==> src/rtl/beat_grid_gen.sv <==
// beat_grid_gen: programmable sub-beat tick / beat / bar timing grid with start, pause and stop control.
// Optional feature macro TEMPO_SWING_EN: alternating long/short tick intervals around the programmed period.
module beat_grid_gen #(
  parameter int CNT_W          = 25,
  parameter int DEFAULT_PERIOD = 13157895,
  parameter int SUBDIV         = 2,
  parameter int BEATS_PER_BAR  = 4,
  parameter int BAR_W          = 8,
  localparam int SUB_W         = (SUBDIV > 1) ? $clog2(SUBDIV) : 1,
  localparam int BEAT_W        = (BEATS_PER_BAR > 1) ? $clog2(BEATS_PER_BAR) : 1
) (
  input  logic              clk,
  input  logic              reset,
  input  logic              start,
  input  logic              pause,
  input  logic              stop,
  input  logic              period_load,
  input  logic [CNT_W-1:0]  period_in,
  output logic              tick,
  output logic              beat,
  output logic              bar,
  output logic [SUB_W-1:0]  sub_idx,
  output logic [BEAT_W-1:0] beat_idx,
  output logic [BAR_W-1:0]  bar_count,
  output logic              running
);

  localparam logic [1:0] ST_IDLE   = 2'd0;
  localparam logic [1:0] ST_RUN    = 2'd1;
  localparam logic [1:0] ST_PAUSED = 2'd2;

`ifdef TEMPO_SWING_EN
  localparam logic [CNT_W-1:0] MIN_PERIOD = CNT_W'(4);
`else
  localparam logic [CNT_W-1:0] MIN_PERIOD = CNT_W'(2);
`endif
  localparam logic [CNT_W-1:0]  RST_PERIOD = CNT_W'(DEFAULT_PERIOD);
  localparam logic [SUB_W-1:0]  SUB_LAST   = SUB_W'(SUBDIV - 1);
  localparam logic [BEAT_W-1:0] BEAT_LAST  = BEAT_W'(BEATS_PER_BAR - 1);
  localparam logic [CNT_W:0]    T_ZERO     = {(CNT_W+1){1'b0}};
  localparam logic [CNT_W:0]    T_ONE      = {{CNT_W{1'b0}}, 1'b1};

  function automatic logic [CNT_W-1:0] clamp_period(input logic [CNT_W-1:0] p);
    logic [CNT_W-1:0] r;
    if (p < MIN_PERIOD) begin
      r = MIN_PERIOD;
    end else begin
      r = p;
    end
    return r;
  endfunction

  logic [1:0]        state_r, state_nxt_s;
  logic [CNT_W:0]    t_r, t_nxt_s;
  logic [CNT_W-1:0]  period_r, period_nxt_s;
  logic [CNT_W-1:0]  shadow_r, shadow_nxt_s;
  logic [SUB_W-1:0]  sub_idx_r, sub_nxt_s;
  logic [BEAT_W-1:0] beat_idx_r, beat_nxt_s;
  logic [BAR_W-1:0]  bar_count_r, barc_nxt_s;
  logic              tick_r, tick_nxt_s;
  logic              beat_r, beat_p_nxt_s;
  logic              bar_r, bar_p_nxt_s;
  logic              running_r, running_nxt_s;
  logic [CNT_W-1:0]  load_val_s;
  logic [CNT_W:0]    limit_s;
  logic              last_s;

  assign load_val_s = clamp_period(period_in);
  assign last_s     = (t_r == (limit_s - T_ONE));

  // Length of the tick interval currently being counted; t is one bit wider to hold the swung long interval.
  always_comb begin
`ifdef TEMPO_SWING_EN
    if (sub_idx_r[0]) begin
      limit_s = {1'b0, period_r} - {3'b000, period_r[CNT_W-1:2]};
    end else begin
      limit_s = {1'b0, period_r} + {3'b000, period_r[CNT_W-1:2]};
    end
`else
    limit_s = {1'b0, period_r};
`endif
  end

  // Next state, counters and pulse values for the grid controller.
  always_comb begin
    state_nxt_s  = state_r;
    t_nxt_s      = t_r;
    period_nxt_s = period_r;
    shadow_nxt_s = shadow_r;
    sub_nxt_s    = sub_idx_r;
    beat_nxt_s   = beat_idx_r;
    barc_nxt_s   = bar_count_r;
    tick_nxt_s   = 1'b0;
    beat_p_nxt_s = 1'b0;
    bar_p_nxt_s  = 1'b0;
    case (state_r)
      ST_IDLE: begin
        t_nxt_s = T_ZERO;
        if (period_load) begin
          period_nxt_s = load_val_s;
          shadow_nxt_s = load_val_s;
        end else begin
          period_nxt_s = period_r;
          shadow_nxt_s = shadow_r;
        end
        if (start && !stop) begin
          state_nxt_s = ST_RUN;
        end else begin
          state_nxt_s = ST_IDLE;
        end
      end
      ST_RUN, ST_PAUSED: begin
        if (period_load) begin
          shadow_nxt_s = load_val_s;
        end else begin
          shadow_nxt_s = shadow_r;
        end
        if (stop) begin
          // Abort: clear position and commit whatever period is pending.
          state_nxt_s  = ST_IDLE;
          t_nxt_s      = T_ZERO;
          sub_nxt_s    = {SUB_W{1'b0}};
          beat_nxt_s   = {BEAT_W{1'b0}};
          barc_nxt_s   = {BAR_W{1'b0}};
          period_nxt_s = shadow_nxt_s;
        end else if (state_r == ST_RUN) begin
          if (pause) begin
            state_nxt_s = ST_PAUSED;
          end else begin
            state_nxt_s = ST_RUN;
          end
          if (last_s) begin
            t_nxt_s      = T_ZERO;
            tick_nxt_s   = 1'b1;
            period_nxt_s = shadow_r;
            if (sub_idx_r == SUB_LAST) begin
              sub_nxt_s    = {SUB_W{1'b0}};
              beat_p_nxt_s = 1'b1;
              if (beat_idx_r == BEAT_LAST) begin
                beat_nxt_s  = {BEAT_W{1'b0}};
                bar_p_nxt_s = 1'b1;
                barc_nxt_s  = bar_count_r + BAR_W'(1);
              end else begin
                beat_nxt_s  = beat_idx_r + BEAT_W'(1);
              end
            end else begin
              sub_nxt_s = sub_idx_r + SUB_W'(1);
            end
          end else begin
            t_nxt_s = t_r + T_ONE;
          end
        end else begin
          if (pause) begin
            state_nxt_s = ST_PAUSED;
          end else begin
            state_nxt_s = ST_RUN;
          end
        end
      end
      default: begin
        state_nxt_s = ST_IDLE;
        t_nxt_s     = T_ZERO;
        sub_nxt_s   = {SUB_W{1'b0}};
        beat_nxt_s  = {BEAT_W{1'b0}};
        barc_nxt_s  = {BAR_W{1'b0}};
      end
    endcase
    running_nxt_s = (state_nxt_s != ST_IDLE);
  end

  // State, counters and registered outputs.
  always_ff @(posedge clk or posedge reset) begin
    if (reset) begin
      state_r     <= ST_IDLE;
      t_r         <= T_ZERO;
      period_r    <= RST_PERIOD;
      shadow_r    <= RST_PERIOD;
      sub_idx_r   <= {SUB_W{1'b0}};
      beat_idx_r  <= {BEAT_W{1'b0}};
      bar_count_r <= {BAR_W{1'b0}};
      tick_r      <= 1'b0;
      beat_r      <= 1'b0;
      bar_r       <= 1'b0;
      running_r   <= 1'b0;
    end else begin
      state_r     <= state_nxt_s;
      t_r         <= t_nxt_s;
      period_r    <= period_nxt_s;
      shadow_r    <= shadow_nxt_s;
      sub_idx_r   <= sub_nxt_s;
      beat_idx_r  <= beat_nxt_s;
      bar_count_r <= barc_nxt_s;
      tick_r      <= tick_nxt_s;
      beat_r      <= beat_p_nxt_s;
      bar_r       <= bar_p_nxt_s;
      running_r   <= running_nxt_s;
    end
  end

  assign tick      = tick_r;
  assign beat      = beat_r;
  assign bar       = bar_r;
  assign sub_idx   = sub_idx_r;
  assign beat_idx  = beat_idx_r;
  assign bar_count = bar_count_r;
  assign running   = running_r;

endmodule

==> config.mk <==
export PLATFORM = sky130hd
export DESIGN_NAME = beat_grid_gen
export DESIGN_NICKNAME = d
export VERILOG_FILES = /design/src/rtl/beat_grid_gen.sv
export SDC_FILE = /design/constraint.sdc
export NUM_CORES = 1
export LEC_CHECK = 0
export BUFFER_PORTS_ARGS = -buffer_cell sky130_fd_sc_hd__buf_4
export CELL_PAD_IN_SITES_DETAIL_PLACEMENT = 1
export CELL_PAD_IN_SITES_GLOBAL_PLACEMENT = 2
export CORE_UTILIZATION = 39
export DETAILED_ROUTE_END_ITERATION = 10
export HOLD_SLACK_MARGIN = 0.08
export PLACE_DENSITY_LB_ADDON = 0.2
export RECOVER_POWER = 25
export SLEW_MARGIN = 0
export SYNTH_ARGS = -nofsm -noshare
export SYNTH_HDL_FRONTEND = slang
export SYNTH_SLANG_ARGS = --single-unit
==> constraint.sdc <==
create_clock -name clk -period 3.8 [get_ports clk]
set_input_delay 0.76 -clock clk [delete_from_list [all_inputs] [get_ports clk]]
set_output_delay 0.76 -clock clk [all_outputs]
set_load 0.005 [all_outputs]
==> impl_metrics.json <==
{
  "initial_core_util": 0.402,
  "setup_slack_ps": 53.3,
  "cts_buffers": 9,
  "maxSlewViolCount": 66,
  "cp.arrival_ps": 3980,
  "ant_nets": 0,
  "grt_max_degree": 66,
  "syn_to_final_growth_pct": 16.9,
  "row_count": 44,
  "period_share": 0.986,
  "syn_area_um2": 5890,
  "peakVddDrop_mv": 0.254,
  "synthFlopType": "dfrtp_1",
  "drt_first_pass_iters": 4,
  "endpoint_kind": "register",
  "skew_ps": 6.80,
  "insertion_delay_ps": 350,
  "hold-path-endpoint": "shadow_r[0]",
  "power_density_nw_per_um2": 465,
  "htreeDepth": 3,
  "clk_path_buf_depth": 2,
  "syn_inst": 585,
  "cts_root_buf": "clkbuf_16",
  "min-delay-start": "shadow_r[0]",
  "ys_seq_area_frac": 0.399,
  "synth_top_area_share": 0.310,
  "drt_wl_total_mm": 16.8,
  "final_core_util": 0.470,
  "synth.distinct_cells": 65,
  "synth_edf_count": 0,
  "power_w": 0.00320,
  "synth_seq_cells": 93,
  "final-hold-violation-count": 0,
  "dpl.cell_count": 807,
  "startpoint_type": "register",
  "grt_pass1_wl_mm": 27.5,
  "outcome": "complete, but fails checks",
  "fmax_ghz": 0.267,
  "r2r_start": "period_r[0]",
  "num_vias": 4791,
  "reg2reg_depth": 11,
  "yosys-top-cells-count": "dfrtp_1, mux2_2, nor3_1",
  "ioPinCount": 46,
  "grt_pass1_vias": 5067,
  "antenna_found_initial": 0,
  "drc_errors": 0,
  "synth_area_leader_cell": "dfrtp_1",
  "worst-setup-path-type": "reg2reg",
  "drive_above_1_share": 0.293,
  "insertedDiodeCount": 0,
  "drv_cap": 1,
  "cts_sinks": 93,
  "relSlewSlack": -0.671,
  "rrSetupSlack_ps": 50,
  "fin_crit_ps": 3750,
  "die-area_um2": 15600,
  "grt.overflow.total": 0,
  "netlist_top_cells_area": "dfrtp_1, mux2_2, dfstp_2, xnor2_1, mux2_4",
  "wl_per_cell_um": 20.4,
  "hold_buffers": 0,
  "core-area_um2": 14600,
  "synth.most_common_cell": "dfrtp_1",
  "finalSetupViolCount": 0,
  "die_h_um": 125,
  "hpwl_mm": 12.5,
  "cts_tree": "built",
  "reg2reg_to": "bar_count[3]",
  "startpoint": "period_r[0]",
  "synth_area_per_cell_um2": 10.1,
  "min_path_cells": 2,
  "crit_fanout": 16,
  "rsz0062_at_grt": "true",
  "drtIter0Drc": 242,
  "dpl_cell_area_um2": 6510,
  "ys_async_sr_fraction": 1.00,
  "port_buffers": 45,
  "chipWidth_um": 125,
  "required_ps": 4030,
  "place.gp.congestion": 0.842,
  "violations": "max-capacitance violations, max-slew violations",
  "nets": 675,
  "synth_nets": 624,
  "dpl_worst_slack_ps": 100,
  "grtUsageTotal": 0.224,
  "ys_warn_count": 0,
  "hold_class": "reg2reg",
  "tightestPinTransition_ps": 2500,
  "leakagePower_nw": 2.78,
  "clkSlewWorstSetupHoldPaths_ps": 70,
  "fin_cells": 825,
  "final_area_um2": 6880,
  "vias_per_cell": 5.81
}
report_power, final:
| part | internal [W] | leakage [nW] | switching [W] |
|---|---|---|---|
| logic | 0.000409 | 1.46 | 0.000437 |
| registers | 0.00115 | 1.16 | 0.000189 |
| clock network | 0.000601 | 0.163 | 0.000418 |
area by class of cell:
cell class                 count  area [um2]
clock inverter                 6        95.1
timing repair buffer          74         568
tap                          184         230
sequential                    93        2350
fill                        1645        7760
multi-input combinational    440        3330
inverter                      18        67.6
clock buffer                  10         239
layout by cell type (no fill, tap or decap), types with 7 or more instances in the layout:
| cell | count |
|---|---|
| and2_1 | 7 |
| and3_1 | 10 |
| buf_4 | 72 |
| clkbuf_16 | 9 |
| dfrtp_1 | 73 |
| dfstp_2 | 20 |
| ha_1 | 8 |
| inv_1 | 18 |
| mux2_2 | 48 |
| mux2_4 | 15 |
| mux2i_1 | 12 |
| nand2_1 | 33 |
| nand3_1 | 26 |
| nand4_1 | 18 |
| nor2_1 | 32 |
| nor3_1 | 39 |
| nor4_1 | 20 |
| o21ai_0 | 14 |
| xnor2_1 | 36 |
| xor2_1 | 19 |
registers in the layout, indices dropped and copies added, names as in the netlist:
| name | flops |
|---|---|
| beat_idx | 2 |
| bar_count | 8 |
| tick | 1 |
| sub_idx | 1 |
| running | 1 |
| beat | 1 |
| shadow_r | 25 |
| t_r | 26 |
| period_r | 25 |
| state_r | 2 |
| bar | 1 |
through the flow:
step | hold slack, ps | TNS, ps
2_1_floorplan | 445 | 0
3_5_place_dp | 462 | 0
3_3_place_gp | 455 | 0
5_1_grt | 486 | -67.3
4_1_cts | 474 | 0
6_report | 469 | 0
repair_timing:
action / CTS / global route
setup endpoints to repair: 0 / 18
resized for setup: 0 / 1
setup buffers: 0 / 1
kinds of logic after synthesis:
group | after synthesis | synth area share
adder cells (fa/ha/maj) | 8 | 0.0170
flip-flops | 93 | 0.399
AO/OA/AOI/OAI | 78 | 0.107
buffers and inverters | 53 | 0.0397
multiplexers | 75 | 0.150
AND/OR/NAND/NOR | 223 | 0.204
XOR/XNOR | 55 | 0.0818
how the worst max path moves through the flow:
stage	to	slack (ps)	cells after the start
6_report	bar_count[3]	50	11
5_1_grt	bar_count[3]	-70	12
4_1_cts	period_r[6]	90	11
3_5_place_dp	period_r[6]	100	11
3_3_place_gp	period_r[7]	250	11
2_1_floorplan	period_r[13]	630	12
critical path, cell delays in order, from the launching register on:
cell and delay [ps]:
dfstp_2 590, inv_1 80, ha_1 260, o21ba_2 220, a221o_1 340, a211oi_1 400
o31ai_1 210, a211oi_4 400, buf_4 310, inv_1 160, o311a_1 380, a211o_1 270
routing by layer:
metal	vias up	routed length (um)	global-route usage
met4	0	344	0.0746
met1	2436	7980	0.306
met3	21	395	0.0284
met2	84	8120	0.369
li1	2250	-	-
met5	-	0	0
Note: power is estimated with default switching activity, not from simulation.
